**config.mk**
```make
export PLATFORM = sky130hd
export DESIGN_NAME = coin_change_unit
export DESIGN_NICKNAME = d
export VERILOG_FILES = /design/src/rtl/coin_change_unit.sv
export SDC_FILE = /design/constraint.sdc
export NUM_CORES = 1
export LEC_CHECK = 0
export BUFFER_PORTS_ARGS = -buffer_cell sky130_fd_sc_hd__buf_2
export CAP_MARGIN = 15
export CORE_MARGIN = 3
export CORE_UTILIZATION = 59
export CTS_BUF_LIST = sky130_fd_sc_hd__clkbuf_4
export CTS_CLUSTER_SIZE = 25
export DETAILED_ROUTE_END_ITERATION = 7
export PLACE_DENSITY = 0.92
export SLEW_MARGIN = 30
export SYNTH_ARGS = -nofsm -noshare
export SYNTH_HDL_FRONTEND = slang
export SYNTH_SLANG_ARGS = --single-unit
```
**constraint.sdc**
```tcl
create_clock -name clk -period 3.6 [get_ports clk]
set_input_delay 0.18 -clock clk [delete_from_list [all_inputs] [get_ports clk]]
set_output_delay 0.18 -clock clk [all_outputs]
set_load 0.02 [all_outputs]
```
**src/rtl/coin_change_unit.sv**
```systemverilog
// ============================================================================
// coin_change_unit
// ----------------------------------------------------------------------------
// Purpose:
//   Credit and change controller for a drink vending machine. It accepts coins
//   up to MAX_AMOUNT units of credit, commits a purchase when there is enough
//   credit and the brewer is free, and then pays back any remainder (or the
//   whole credit on cancel) one coin at a time. Each change coin is the
//   largest one that still fits.
//
// Ports:
//   clk          in   1  system clock, rising edge
//   rst          in   1  asynchronous reset, active low
//   coin_valid   in   1  one-cycle pulse: a coin was inserted
//   coin_sel     in   2  coin value: 00=1, 01=2, 10=5, 11=10 units
//   sel_valid    in   1  one-cycle pulse: drink purchase request
//   cost         in   3  drink cost in units, sampled with sel_valid
//   cancel       in   1  one-cycle pulse: refund the whole credit
//   brew_busy    in   1  serving sequence is running
//   change_ack   in   1  dispenser accepted the presented change coin
//   credit       out  5  current credit
//   coin_reject  out  1  one-cycle pulse for each coin not accepted
//   insufficient out  1  one-cycle pulse: selection refused for lack of credit
//   brew_start   out  1  high for the single VEND cycle
//   change_valid out  1  a change coin is being presented
//   change_coin  out  2  presented change coin, same encoding as coin_sel
//   dbg_state    out  2  FSM state (0=IDLE, 1=COLLECT, 2=VEND, 3=CHANGE)
//
// Change handshake: a coin transfers on a rising edge where change_valid and
// change_ack are both high. change_valid stays high and change_coin stays
// stable until that edge; change_ack on its own has no effect.
// ============================================================================
module coin_change_unit #(
    parameter int MAX_AMOUNT = 20
) (
    input  logic       clk,
    input  logic       rst,
    input  logic       coin_valid,
    input  logic [1:0] coin_sel,
    input  logic       sel_valid,
    input  logic [2:0] cost,
    input  logic       cancel,
    input  logic       brew_busy,
    input  logic       change_ack,
    output logic [4:0] credit,
    output logic       coin_reject,
    output logic       insufficient,
    output logic       brew_start,
    output logic       change_valid,
    output logic [1:0] change_coin,
    output logic [1:0] dbg_state
);

    localparam logic [1:0] IDLE    = 2'd0;
    localparam logic [1:0] COLLECT = 2'd1;
    localparam logic [1:0] VEND    = 2'd2;
    localparam logic [1:0] CHANGE  = 2'd3;

    localparam logic [5:0] MAX_CREDIT = 6'(MAX_AMOUNT);

    // Credit is held one bit wider than the output so that sums and
    // differences never wrap before they are range-checked.
    logic [1:0] r_state;
    logic [5:0] r_credit;
    logic [2:0] r_cost;
    logic       r_coin_reject;
    logic       r_insufficient;

    logic [1:0] w_state_nxt;
    logic [5:0] w_credit_nxt;
    logic [2:0] w_cost_nxt;

    logic       w_active;
    logic [5:0] w_coin_val;
    logic [5:0] w_coin_sum;
    logic       w_coin_fits;
    logic       w_coin_take;
    logic       w_coin_rej;
    logic       w_do_cancel;
    logic       w_sel_req;
    logic       w_sel_short;
    logic       w_sel_go;
    logic [5:0] w_cost_ext;
    logic [5:0] w_vend_rem;
    logic [1:0] w_chg_code;
    logic [5:0] w_chg_val;
    logic [5:0] w_chg_rem;

    // ------------------------------------------------------------------
    // Input decode
    // ------------------------------------------------------------------
    always_comb begin
        w_coin_val = 6'd1;
        case (coin_sel)
            2'b00:   w_coin_val = 6'd1;
            2'b01:   w_coin_val = 6'd2;
            2'b10:   w_coin_val = 6'd5;
            default: w_coin_val = 6'd10;
        endcase
    end

    assign w_active    = (r_state == IDLE) || (r_state == COLLECT);
    assign w_coin_sum  = r_credit + w_coin_val;
    assign w_coin_fits = (w_coin_sum <= MAX_CREDIT);

    // cancel outranks sel_valid, which outranks coin_valid. A raised cancel
    // blocks a selection even in IDLE, where the cancel itself does nothing.
    assign w_do_cancel = w_active && cancel && (r_state == COLLECT);
    assign w_sel_req   = w_active && !cancel && sel_valid && (cost != 3'd0);
    assign w_cost_ext  = {3'b000, cost};
    assign w_sel_short = w_sel_req && (r_credit < w_cost_ext);
    assign w_sel_go    = w_sel_req && !w_sel_short && !brew_busy;

    // A coin is taken only when nothing of higher priority is asserted in
    // the same cycle and it keeps the credit within range.
    assign w_coin_take = w_active && coin_valid && !cancel && !sel_valid
                         && w_coin_fits;
    assign w_coin_rej  = coin_valid && !w_coin_take;

    // Remainder after the purchase; clamped so a corrupted cost can never
    // wrap the credit around.
    assign w_vend_rem = (r_credit >= {3'b000, r_cost})
                        ? (r_credit - {3'b000, r_cost}) : 6'd0;

    // ------------------------------------------------------------------
    // Greedy change coin: largest of 10, 5, 2, 1 not exceeding the credit
    // ------------------------------------------------------------------
    always_comb begin
        w_chg_code = 2'b00;
        w_chg_val  = 6'd1;
        if (r_credit >= 6'd10) begin
            w_chg_code = 2'b11;
            w_chg_val  = 6'd10;
        end else if (r_credit >= 6'd5) begin
            w_chg_code = 2'b10;
            w_chg_val  = 6'd5;
        end else if (r_credit >= 6'd2) begin
            w_chg_code = 2'b01;
            w_chg_val  = 6'd2;
        end
    end

    assign w_chg_rem = (r_credit >= w_chg_val) ? (r_credit - w_chg_val) : 6'd0;

    // ------------------------------------------------------------------
    // Next-state logic
    // ------------------------------------------------------------------
    always_comb begin
        w_state_nxt  = r_state;
        w_credit_nxt = r_credit;
        w_cost_nxt   = r_cost;
        case (r_state)
            IDLE, COLLECT: begin
                if (w_do_cancel) begin
                    w_state_nxt = CHANGE;
                end else if (w_sel_go) begin
                    w_state_nxt = VEND;
                    w_cost_nxt  = cost;
                end else if (w_coin_take) begin
                    w_credit_nxt = w_coin_sum;
                    w_state_nxt  = COLLECT;
                end
            end
            VEND: begin
                w_credit_nxt = w_vend_rem;
                w_state_nxt  = (w_vend_rem == 6'd0) ? IDLE : CHANGE;
            end
            CHANGE: begin
                if (r_credit == 6'd0) begin
                    w_state_nxt = IDLE;
                end else if (change_ack) begin
                    w_credit_nxt = w_chg_rem;
                    if (w_chg_rem == 6'd0) begin
                        w_state_nxt = IDLE;
                    end
                end
            end
            default: begin
                w_state_nxt  = IDLE;
                w_credit_nxt = 6'd0;
            end
        endcase
    end

    // ------------------------------------------------------------------
    // State registers
    // ------------------------------------------------------------------
    always_ff @(posedge clk or negedge rst) begin
        if (!rst) begin
            r_state        <= IDLE;
            r_credit       <= 6'd0;
            r_cost         <= 3'd0;
            r_coin_reject  <= 1'b0;
            r_insufficient <= 1'b0;
        end else begin
            r_state        <= w_state_nxt;
            r_credit       <= w_credit_nxt;
            r_cost         <= w_cost_nxt;
            r_coin_reject  <= w_coin_rej;
            r_insufficient <= w_sel_short;
        end
    end

    // ------------------------------------------------------------------
    // Outputs. Change and brew outputs decode the state directly so that
    // reset removes them without waiting for a clock edge.
    // ------------------------------------------------------------------
    assign credit       = r_credit[4:0];
    assign coin_reject  = r_coin_reject;
    assign insufficient = r_insufficient;
    assign brew_start   = (r_state == VEND);
    assign change_valid = (r_state == CHANGE) && (r_credit != 6'd0);
    assign change_coin  = change_valid ? w_chg_code : 2'b00;
    assign dbg_state    = r_state;

endmodule

```
==> impl_results.rst, run 1 <==
.. list-table::
   :header-rows: 1

   * - Metric
     - Value
   * - CTS max path bufs
     - 2
   * - Required time worst endpoint
     - 3.77 ns
   * - Primary flip-flop cell chosen by synthesis mapping
     - dfrtp_1
   * - Highest fanout seen on the critical path
     - 11
   * - Wirelength per Cell
     - 17.7 microns
   * - Initial antenna violation count
     - 0
   * - Count of H-tree levels built during CTS
     - 1
   * - Count of flip-flops with a built-in enable after synthesis
     - 0
   * - Fraction of layout cells with a size suffix above 1
     - 0.193
   * - Non-Filler Cell Area, Final
     - 0.00175 sq mm
   * - Worst reg-to-reg setup slack
     - about 0.42 ns
   * - Type of the setup path with the least slack
     - reg -> reg
   * - Kind of end point of the critical path
     - flip-flop
   * - Site Rows
     - 18
   * - Minimum hold slack
     - 0.116 ns
   * - Seq/Total Area, Yosys
     - 0.202
   * - Wire length on met2
     - about 2100 microns
   * - Maximum cell stage delay along the critical path
     - 0.52 ns
   * - End point of the critical path
     - dbg_state[1]
   * - CP arrival
     - around 3.4 ns
   * - Post-CTS sizing
     - 0
   * - Layout fillers
     - 210
   * - Dominant combinational cell family by area after synthesis
     - compound AO/OA/AOI/OAI gates
   * - Clock tree from TritonCTS
     - yes
   * - Startpoint of the most critical setup path
     - r_credit[4]
   * - Clock Root Buffer
     - clkbuf_4
   * - Achievable frequency
     - around 310 MHz
   * - Kind of cell adding the most delay to the critical path
     - compound AO/OA/AOI/OAI gates
   * - Area of the multi-input gates
     - 0.00115 sq mm
   * - Clock buffers created by TritonCTS
     - 3
   * - Leading cell types by total area after synthesis
     - dfrtp_1, ha_1, a21oi_1
   * - Die X
     - roughly 58 microns
   * - Hold violation count in the final report
     - 0
   * - Simple-gate share of the synthesized area
     - 0.206
   * - Detailed Route WL
     - between 4000 and 5000 microns
   * - Xor/xnor share of the synthesized area
     - 0.0381
   * - Post-synth ARST share
     - 1.00
   * - Wire length of the first global-routing pass
     - 7420 microns
   * - Cells after synthesis
     - just under 200
   * - Final period utilization
     - 0.883
   * - Total GRT Usage
     - 0.283
   * - Total DRC errors in the routed layout
     - 0
   * - Met1 routed wirelength after detailed routing
     - 1800 microns
   * - TritonCTS sink count
     - 13
   * - Ordered list of cells on the worst path
     - nor2_1, o21a_1, inv_1, fa_1, xor2_1, o211ai_1, a2111o_1, o211a_1, a2111oi_4, nand3_1
   * - Global route total overflow
     - 0
   * - Proportion of synthesized area in mux cells
     - 0.0342
   * - Post-route antenna net violation count
     - 0
   * - Area taken by flip-flops and latches
     - between 300 and 400 sq um
   * - Transition at the pin with the smallest max-transition slack
     - around 0.54 ns
   * - Yosys reg bits
     - 13
   * - Placer congestion estimate
     - around 0.95
   * - Number of different library cells in the post-synthesis netlist
     - 51
   * - Synthesized Nets
     - 227
   * - Unrepaired setup endpoints after global routing
     - false
   * - Area share of the largest cell type after synthesis
     - 0.202
   * - Max Cap Violations
     - 0
   * - Via count
     - ~1,600
   * - # setup viols final
     - 0
   * - Number of buffers inserted by port buffering
     - 24
   * - WL met3
     - 377 microns
   * - Startpoint type of the worst setup path
     - flip-flop
   * - Average size of a mapped cell
     - 8.13 sq um
   * - Final Max Tran Viols
     - 0
   * - Number of ports placed on the die boundary
     - 25
   * - Crit path depth
     - 10
   * - Number of synthesis warnings
     - 0
   * - Fin Setup TNS
     - 0 ns
   * - Status
     - complete, no violations
   * - Via count of the first global-routing pass
     - around 1,500
   * - Area of placed instances
     - approximately 0.0017 sq mm
   * - Slew headroom
     - 0.638
   * - Mapped cell area
     - approximately 0.0016 sq mm
   * - Number of DRC markers in iteration 0
     - roughly 110
   * - Pre-antenna DRT Iters
     - 4
   * - Post-synthesis cell type with the largest combined area
     - dfrtp_1
   * - Net count reported at finish
     - 248
   * - Utilization after layout
     - 0.687
   * - Compound-gate portion of the synthesized area
     - 0.287
   * - Most used standard cells in the synthesized netlist
     - inv_1, nand2_1, a21oi_1, ha_1
   * - Clock edge transition at the registers on the reported setup and hold paths
     - approximately 0.1 ns
   * - Area of the core
     - roughly 0.0025 sq mm
   * - Cell with the biggest individual delay on the critical path
     - dfrtp_1
   * - Die Height
     - ~58 microns
   * - Buffers plus inverters on the worst setup path
     - 1
   * - Clock skew
     - about 0.002 ns
   * - FF-to-FF End
     - dbg_state[1]
   * - Min-delay worst type
     - in -> reg
   * - Overall die area
     - 0.00339 sq mm
   * - Time the final worst path needs with I/O delays and setup
     - roughly 3.2 ns
   * - Cell with the most instances after synthesis
     - inv_1
   * - Maximum number of pins on one net before global-route repair
     - 14
   * - Top Metal Used
     - met4
   * - Synthesized-area fraction occupied by adder cells
     - 0.146
   * - DR vias/cell
     - 6.40
   * - Insertion delay to the later sink of the worst-skew pair
     - between 0.2 and 0.3 ns
   * - Antenna fix cells
     - 0
   * - HPWL after DPL
     - 3390 microns
   * - Growth of design area from synthesis to finish
     - 8.62%
   * - Starting Density
     - 0.633
   * - R2R Path Start
     - r_credit[4]
   * - Depth of the worst register-to-register path
     - 10
-- sequential cells by signal (all words and copies together), names as in the netlist --
signal,cells
r_credit,6
dbg_state,2
coin_reject,1
insufficient,1
r_cost,3
-- metrics by stage --
step,setup WS (ns),instances
after detailed placement,0.473,243
after CTS,0.462,248
final,0.422,248
after global routing,0.179,248
after floorplan,0.666,198
after global placement,0.621,243
-- layout by cell type (no fill, tap or decap), types with 4 or more instances in the layout --
master / n
nand2_1: 15
nand3_1: 8
o221ai_1: 4
mux2_2: 4
buf_2: 24
nor3_1: 4
dfrtp_1: 13
nand2b_1: 7
a21oi_1: 14
ha_1: 14
inv_1: 18
o21ai_0: 13
nor2b_1: 4
xnor2_1: 5
nor2_1: 11
-- worst min path at each step --
stage / cells past startpoint / to / slack [ns] / start
3_5_place_dp: 1 / r_credit[2] / 0.1 / rst
2_1_floorplan: 0 / coin_reject / -0.12 / rst
5_1_grt: 2 / coin_reject / 0.14 / coin_valid
4_1_cts: 2 / coin_reject / 0.12 / coin_valid
6_report: 2 / coin_reject / 0.12 / coin_valid
3_3_place_gp: 1 / r_credit[4] / 0.09 / rst
-- metal layers --
| metal | vias up | GRT usage |
|---|---|---|
| met5 | - | 0 |
| li1 | 765 | - |
| met2 | 83 | 0.461 |
| met1 | 723 | 0.372 |
| met4 | 0 | 0.0993 |
| met3 | 17 | 0.0557 |
-- logic make-up (layout without fill, tap and decap cells) --
group,after synthesis,in the layout
flip-flops,13,13
XOR/XNOR,7,7
multiplexers,5,5
buffers and inverters,30,50
AO/OA/AOI/OAI,62,62
adder cells (fa/ha/maj),17,17
AND/OR/NAND/NOR,64,64
-- what timing repair did --
item,CTS,global route
hold endpoints to repair,13,0
setup buffers,0,0
hold buffers,1,0
-- final cells by class --
| class | instances | area share |
|---|---|---|
| Clock inverter | 1 | 0.00286 |
| Clock buffer | 3 | 0.0129 |
| Sequential cell | 13 | 0.186 |
| Multi-Input combinational cell | 155 | 0.655 |
| Tap cell | 30 | 0.0215 |
| Timing Repair Buffer | 26 | 0.0787 |
| Inverter | 20 | 0.0429 |
Power of run 1 is left out: the tool's default activity adds up to more than one toggle a clock period on the data nets, which glitch-free logic cannot reach.
==> run 2: changes to the inputs <==
--- a/config.mk
+++ b/config.mk
@@ -13,6 +13,7 @@
 export CTS_CLUSTER_SIZE = 25
 export DETAILED_ROUTE_END_ITERATION = 7
 export PLACE_DENSITY = 0.92
+export RECOVER_POWER = 50
 export SLEW_MARGIN = 30
 export SYNTH_ARGS = -nofsm -noshare
 export SYNTH_HDL_FRONTEND = slang
==> impl_results.rst, run 2 (synthesis gave the netlist of run 1 again) <==
.. list-table::
   :header-rows: 1

   * - Metric
     - Value
   * - Die X
     - 58.2 microns (unchanged)
   * - TritonCTS sink count
     - 13 (unchanged)
   * - Unrepaired setup endpoints after global routing
     - false (unchanged)
   * - Max FFs per register
     - 6 (unchanged)
   * - Number of ports placed on the die boundary
     - 25 (unchanged)
   * - HPWL after DPL
     - 3390 microns (unchanged)
   * - Transition at the pin with the smallest max-transition slack
     - 0.806 ns (was 0.544 ns)
   * - Number of buffers inserted by port buffering
     - 24 (unchanged)
   * - Antenna fix cells
     - 0 (unchanged)
   * - Hold violation count in the final report
     - 0 (unchanged)
   * - Via count
     - 1,588 (unchanged)
   * - Most used cells in the layout excluding fill and tap cells
     - inv_1, buf_2, nand2_1 (was buf_2, inv_1, nand2_1)
   * - Final period utilization
     - 0.882 (was 0.883)
   * - Insertion delay to the later sink of the worst-skew pair
     - 0.29 ns (about the same)
   * - CP arrival
     - 3.34 ns (was 3.35 ns)
   * - Hold Crit Start
     - coin_valid (unchanged)
   * - Die Height
     - 58.2 microns (unchanged)
   * - Number of DRC markers in iteration 0
     - 118 (was 113)
   * - Site Rows
     - 18 (unchanged)
   * - Count of H-tree levels built during CTS
     - 1 (unchanged)
   * - Max Cap Violations
     - 0 (unchanged)
   * - Clock edge transition at the registers on the reported setup and hold paths
     - 0.10 ns (about the same)
   * - DR vias/cell
     - 6.40 (unchanged)
   * - Status
     - complete, no violations (unchanged)
   * - Post-route antenna net violation count
     - 0 (unchanged)
   * - Number of cells on the worst hold path
     - 2 (unchanged)
   * - Required time worst endpoint
     - 3.77 ns (about the same)
   * - Pre-antenna DRT Iters
     - 5 (was 4)
   * - Wire length of the first global-routing pass
     - 7420 microns (unchanged)
   * - Total GRT Usage
     - 0.283 (unchanged)
   * - # setup viols final
     - 0 (unchanged)
   * - FF-to-FF End
     - dbg_state[1] (unchanged)
   * - Worst reg-to-reg setup slack
     - 0.42 ns (about the same)
   * - Detailed Route WL
     - 4370 microns (was 4380 microns)
   * - Global route total overflow
     - 0 (unchanged)
   * - Net count reported at finish
     - 248 (unchanged)
   * - Time the final worst path needs with I/O delays and setup
     - 3.18 ns (about the same)
   * - Type of the setup path with the least slack
     - reg -> reg (unchanged)
   * - Post-route insts no fill
     - 248 (unchanged)
   * - Achievable frequency
     - 315 MHz (about the same)
   * - Highest fanout seen on the critical path
     - 11 (unchanged)
   * - Wirelength per Cell
     - 17.6 microns (was 17.7 microns)
   * - Clock Root Buffer
     - clkbuf_4 (unchanged)
   * - CTS max path bufs
     - 2 (unchanged)
   * - Initial antenna violation count
     - 0 (unchanged)
   * - Maximum number of pins on one net before global-route repair
     - 14 (unchanged)
   * - Clock tree from TritonCTS
     - yes (unchanged)
   * - Cell with the biggest individual delay on the critical path
     - dfrtp_1 (unchanged)
   * - Overall die area
     - 0.00339 sq mm (unchanged)
   * - Largest reg by FF count
     - r_credit (unchanged)
   * - Clock skew
     - 0.00371 ns (was 0.00201 ns)
   * - Kind of end point of the critical path
     - flip-flop (unchanged)
   * - Final Max Tran Viols
     - 0 (unchanged)
   * - Total DRC errors in the routed layout
     - 0 (unchanged)
   * - Fin Setup TNS
     - 0 ns (unchanged)
   * - Startpoint type of the worst setup path
     - flip-flop (unchanged)
   * - Starting Density
     - 0.633 (unchanged)
   * - Placed insts
     - 243 (unchanged)
   * - R2R Path Start
     - r_credit[4] (unchanged)
   * - Clock buffers created by TritonCTS
     - 3 (unchanged)
   * - Fraction of layout cells with a size suffix above 1
     - 0.165 (was 0.193)
   * - Growth of design area from synthesis to finish
     - 8.16% (was 8.62%)
   * - Ordered list of cells on the worst path
     - nor2_1, o21a_1, inv_1, fa_1, xor2_1, o211ai_1, a2111o_1, o211a_1, a2111oi_4, nand3_1 (unchanged)
   * - Depth of the worst register-to-register path
     - 10 (unchanged)
   * - Slew headroom
     - 0.463 (was 0.638)
   * - Via count of the first global-routing pass
     - 1,535 (unchanged)
   * - Placer congestion estimate
     - 0.954 (unchanged)
   * - Min-delay worst type
     - in -> reg (unchanged)
   * - Hold Crit Endpoint
     - coin_reject (unchanged)
   * - Maximum cell stage delay along the critical path
     - 0.52 ns (about the same)
   * - Area of the core
     - 0.00254 sq mm (unchanged)
-- run 2: changes by cell type in the layout (fill, tap and decap cells not counted), sizes merged --
cell,before,now
buf,25,19
clkbuf,3,9
-- run 2: cell type report --
class / count / area, sq um
clock buffer: 3 / 22.5
tap: 30 / 37.5
sequential: 13 / 325
clock inverter: 1 / 5.00
fill: 216 / 803
inverter: 20 / 75.1
timing repair buffer: 26 / 130
multi-input combinational: 155 / 1150
-- run 2: through the flow --
| step | hold WS (ns) | utilization | area (sq um) | worst slack [ns] |
|---|---|---|---|---|
| global placement | 0.0923 | 0.673 | 1710 | 0.621 |
| floorplan | -0.116 | - | 1610 | 0.666 |
| finish | 0.121 | 0.684 | 1740 | 0.425 |
| detailed placement | 0.0983 | 0.673 | 1710 | 0.473 |
| global route | 0.141 | 0.684 | 1740 | 0.179 |
| CTS | 0.119 | 0.687 | 1750 | 0.462 |
-- run 2: timing repair --
item | in CTS | in global routing
endpoints found under the setup margin | 0 | 0
hold buffers | 1 | 0
endpoints found under the hold margin | 13 | 0
resized for setup | 0 | 0
setup buffers | 0 | 0
-- run 2: how the worst max path moves through the flow --
| stage | from | slack [ns] | end | cells after the start |
|---|---|---|---|---|
| 5_1_grt | r_credit[4] | 0.18 | dbg_state[1] | 10 |
| 6_report | r_credit[4] | 0.42 | dbg_state[1] | 10 |
| 3_5_place_dp | r_credit[4] | 0.47 | dbg_state[1] | 10 |
| 3_3_place_gp | r_credit[4] | 0.62 | dbg_state[1] | 10 |
| 2_1_floorplan | r_credit[1] | 0.67 | dbg_state[1] | 11 |
| 4_1_cts | r_credit[4] | 0.46 | dbg_state[1] | 10 |
-- run 2: per-layer routing --
| layer | track usage | part of all wire |
|---|---|---|
| met3 | 0.0557 | 0.074 |
| met4 | 0.0993 | 0.039 |
| met5 | 0 | 0 |
| met1 | 0.372 | 0.42 |
| met2 | 0.461 | 0.46 |
-- run 2: critical path: cells and delay by family, from the launching register on --
kind / cells / cell delay [ns]
AO/OA/AOI/OAI: 5 / 1.28
XOR/XNOR: 1 / 0.20
adder cells (fa/ha/maj): 1 / 0.44
buffers and inverters: 1 / 0.08
flip-flops: 1 / 0.52
AND/OR/NAND/NOR: 2 / 0.53
Power of run 2 is left out for the same reason.
==> run 3: changes to the inputs <==
--- a/config.mk
+++ b/config.mk
@@ -13,7 +13,7 @@
 export CTS_CLUSTER_SIZE = 25
 export DETAILED_ROUTE_END_ITERATION = 7
 export PLACE_DENSITY = 0.92
-export RECOVER_POWER = 50
+export RECOVER_POWER = 100
 export SLEW_MARGIN = 30
 export SYNTH_ARGS = -nofsm -noshare
 export SYNTH_HDL_FRONTEND = slang
==> impl_results.rst, run 3 (synthesis gave the netlist of run 1 again) <==
.. list-table::
   :header-rows: 1

   * - Metric
     - Value
   * - Hold Crit Start
     - coin_valid (unchanged)
   * - Count of H-tree levels built during CTS
     - 1 (unchanged)
   * - Total DRC errors in the routed layout
     - 0 (unchanged)
   * - Hold Crit Endpoint
     - coin_reject (unchanged)
   * - Area of the core
     - 0.00254 sq mm (unchanged)
   * - Count of buffers added by post-CTS timing repair for setup
     - 0 (unchanged)
   * - Final Max Tran Viols
     - 0 (unchanged)
   * - R2R Path Start
     - r_credit[4] (unchanged)
   * - Transition at the pin with the smallest max-transition slack
     - 0.827 ns (was 0.806 ns)
   * - Kind of cell adding the most delay to the critical path
     - compound AO/OA/AOI/OAI gates (unchanged)
   * - Clock tree from TritonCTS
     - yes (unchanged)
   * - Antenna fix cells
     - 0 (unchanged)
   * - Unrepaired setup endpoints after global routing
     - false (unchanged)
   * - Status
     - complete, no violations (unchanged)
   * - Time the final worst path needs with I/O delays and setup
     - 3.18 ns (about the same)
   * - Required time worst endpoint
     - 3.77 ns (about the same)
   * - Overall die area
     - 0.00339 sq mm (unchanged)
   * - Placed insts
     - 243 (unchanged)
   * - Die Height
     - 58.2 microns (unchanged)
   * - Final period utilization
     - 0.884 (was 0.882)
   * - Highest fanout seen on the critical path
     - 11 (unchanged)
   * - Total GRT Usage
     - 0.283 (unchanged)
   * - HPWL after DPL
     - 3390 microns (unchanged)
   * - Clock Root Buffer
     - clkbuf_4 (unchanged)
   * - Achievable frequency
     - 314 MHz (was 315 MHz)
   * - Starting Density
     - 0.633 (unchanged)
   * - Largest reg by FF count
     - r_credit (unchanged)
   * - Crit path depth
     - 10 (unchanged)
   * - Kind of end point of the critical path
     - flip-flop (unchanged)
   * - # setup viols final
     - 0 (unchanged)
   * - Placer congestion estimate
     - 0.954 (unchanged)
   * - Layout fillers
     - 218 (was 216)
   * - Most common cell after layout, fill and taps aside
     - inv_1
   * - Ordered list of cells on the worst path
     - nor2_1, o21a_1, inv_1, fa_1, xor2_1, o211ai_1, a2111o_1, o211a_1, a2111oi_4, nand3_1 (unchanged)
   * - Via count of the first global-routing pass
     - 1,535 (unchanged)
   * - Pre-antenna DRT Iters
     - 7 (was 5)
   * - Die X
     - 58.2 microns (unchanged)
   * - Buffers plus inverters on the worst setup path
     - 1 (unchanged)
   * - Fraction of layout cells with a size suffix above 1
     - 0.128 (was 0.165)
   * - Max Cap Violations
     - 0 (unchanged)
   * - Growth of design area from synthesis to finish
     - 7.30% (was 8.16%)
   * - Max FFs per register
     - 6 (unchanged)
   * - Number of buffers inserted by port buffering
     - 24 (unchanged)
   * - Fin Setup TNS
     - 0 ns (unchanged)
   * - Via count
     - 1,600 (was 1,588)
   * - Type of the setup path with the least slack
     - reg -> reg (unchanged)
   * - Post-route antenna net violation count
     - 0 (unchanged)
   * - Min-delay worst type
     - in -> reg (unchanged)
   * - Number of ports placed on the die boundary
     - 25 (unchanged)
   * - Post-cts hold buffer count
     - 1 (unchanged)
   * - Post-CTS sizing
     - 0 (unchanged)
   * - Global route total overflow
     - 0 (unchanged)
   * - Startpoint type of the worst setup path
     - flip-flop (unchanged)
   * - Slew headroom
     - 0.449 (was 0.463)
   * - Clock skew
     - 0.000969 ns (was 0.00371 ns)
   * - Post-route insts no fill
     - 248 (unchanged)
   * - Wirelength per Cell
     - 17.6 microns (about the same)
   * - Maximum number of pins on one net before global-route repair
     - 14 (unchanged)
   * - CTS max path bufs
     - 2 (unchanged)
   * - TritonCTS sink count
     - 13 (unchanged)
   * - Number of DRC markers in iteration 0
     - 121 (was 118)
   * - FF-to-FF End
     - dbg_state[1] (unchanged)
   * - Clock buffers created by TritonCTS
     - 3 (unchanged)
   * - Net count reported at finish
     - 248 (unchanged)
   * - Hold violation count in the final report
     - 0 (unchanged)
   * - Initial antenna violation count
     - 0 (unchanged)
   * - Depth of the worst register-to-register path
     - 10 (unchanged)
   * - Maximum cell stage delay along the critical path
     - 0.52 ns (about the same)
   * - Clock edge transition at the registers on the reported setup and hold paths
     - 0.09 ns (was 0.10 ns)
   * - Worst reg-to-reg setup slack
     - 0.42 ns (about the same)
   * - Detailed Route WL
     - 4370 microns (about the same)
   * - Wire length of the first global-routing pass
     - 7420 microns (unchanged)
   * - Site Rows
     - 18 (unchanged)
   * - Cell with the biggest individual delay on the critical path
     - dfrtp_1 (unchanged)
   * - DR vias/cell
     - 6.45 (was 6.40)
   * - Insertion delay to the later sink of the worst-skew pair
     - 0.29 ns (about the same)
   * - Number of cells on the worst hold path
     - 2 (unchanged)
   * - Most used cells in the layout excluding fill and tap cells
     - inv_1, nand2_1, a21oi_1, ha_1 (was inv_1, buf_2, nand2_1)
   * - CP arrival
     - 3.35 ns (was 3.34 ns)
   * - Utilization after layout
     - 0.679 (was 0.684)
run 3: cell types whose count changed in the layout (fill, tap and decap cells not counted):
cell      delta
buf_2        -7
clkbuf_1     +7
a211oi_1     +1
a211oi_2     -1
run 3: final cells by class:
| class | count | area (sq um) | share of cell area |
|---|---|---|---|
| inverter | 20 | 75.1 | 0.0434 |
| clock inverter | 1 | 5.00 | 0.00290 |
| timing repair buffer | 26 | 121 | 0.0702 |
| clock buffer | 3 | 22.5 | 0.0130 |
| tap | 30 | 37.5 | 0.0217 |
| sequential | 13 | 325 | 0.188 |
| multi-input combinational | 155 | 1140 | 0.660 |
run 3: worst max-delay path by stage:
| stage | startpoint | to | slack, ns |
|---|---|---|---|
| floorplan | r_credit[1] | dbg_state[1] | 0.67 |
| detailed placement | r_credit[4] | dbg_state[1] | 0.47 |
| global route | r_credit[4] | dbg_state[1] | 0.18 |
| global placement | r_credit[4] | dbg_state[1] | 0.62 |
| finish | r_credit[4] | dbg_state[1] | 0.42 |
| CTS | r_credit[4] | dbg_state[1] | 0.46 |
run 3: routing by layer:
layer	vias up	track usage	wire length, microns
met5	-	0	0
met4	0	0.0993	193
met3	25	0.0557	350
met2	94	0.461	2020
met1	718	0.372	1810
li1	763	-	-
run 3: metrics by stage:
stage / worst slack, ns / hold WS [ns] / cell area [sq um]
2_1_floorplan: 0.666 / -0.116 / 1610
6_report: 0.418 / 0.114 / 1730
5_1_grt: 0.178 / 0.141 / 1730
4_1_cts: 0.462 / 0.119 / 1750
3_3_place_gp: 0.621 / 0.0923 / 1710
3_5_place_dp: 0.473 / 0.0983 / 1710
Power of run 3 is left out for the same reason.
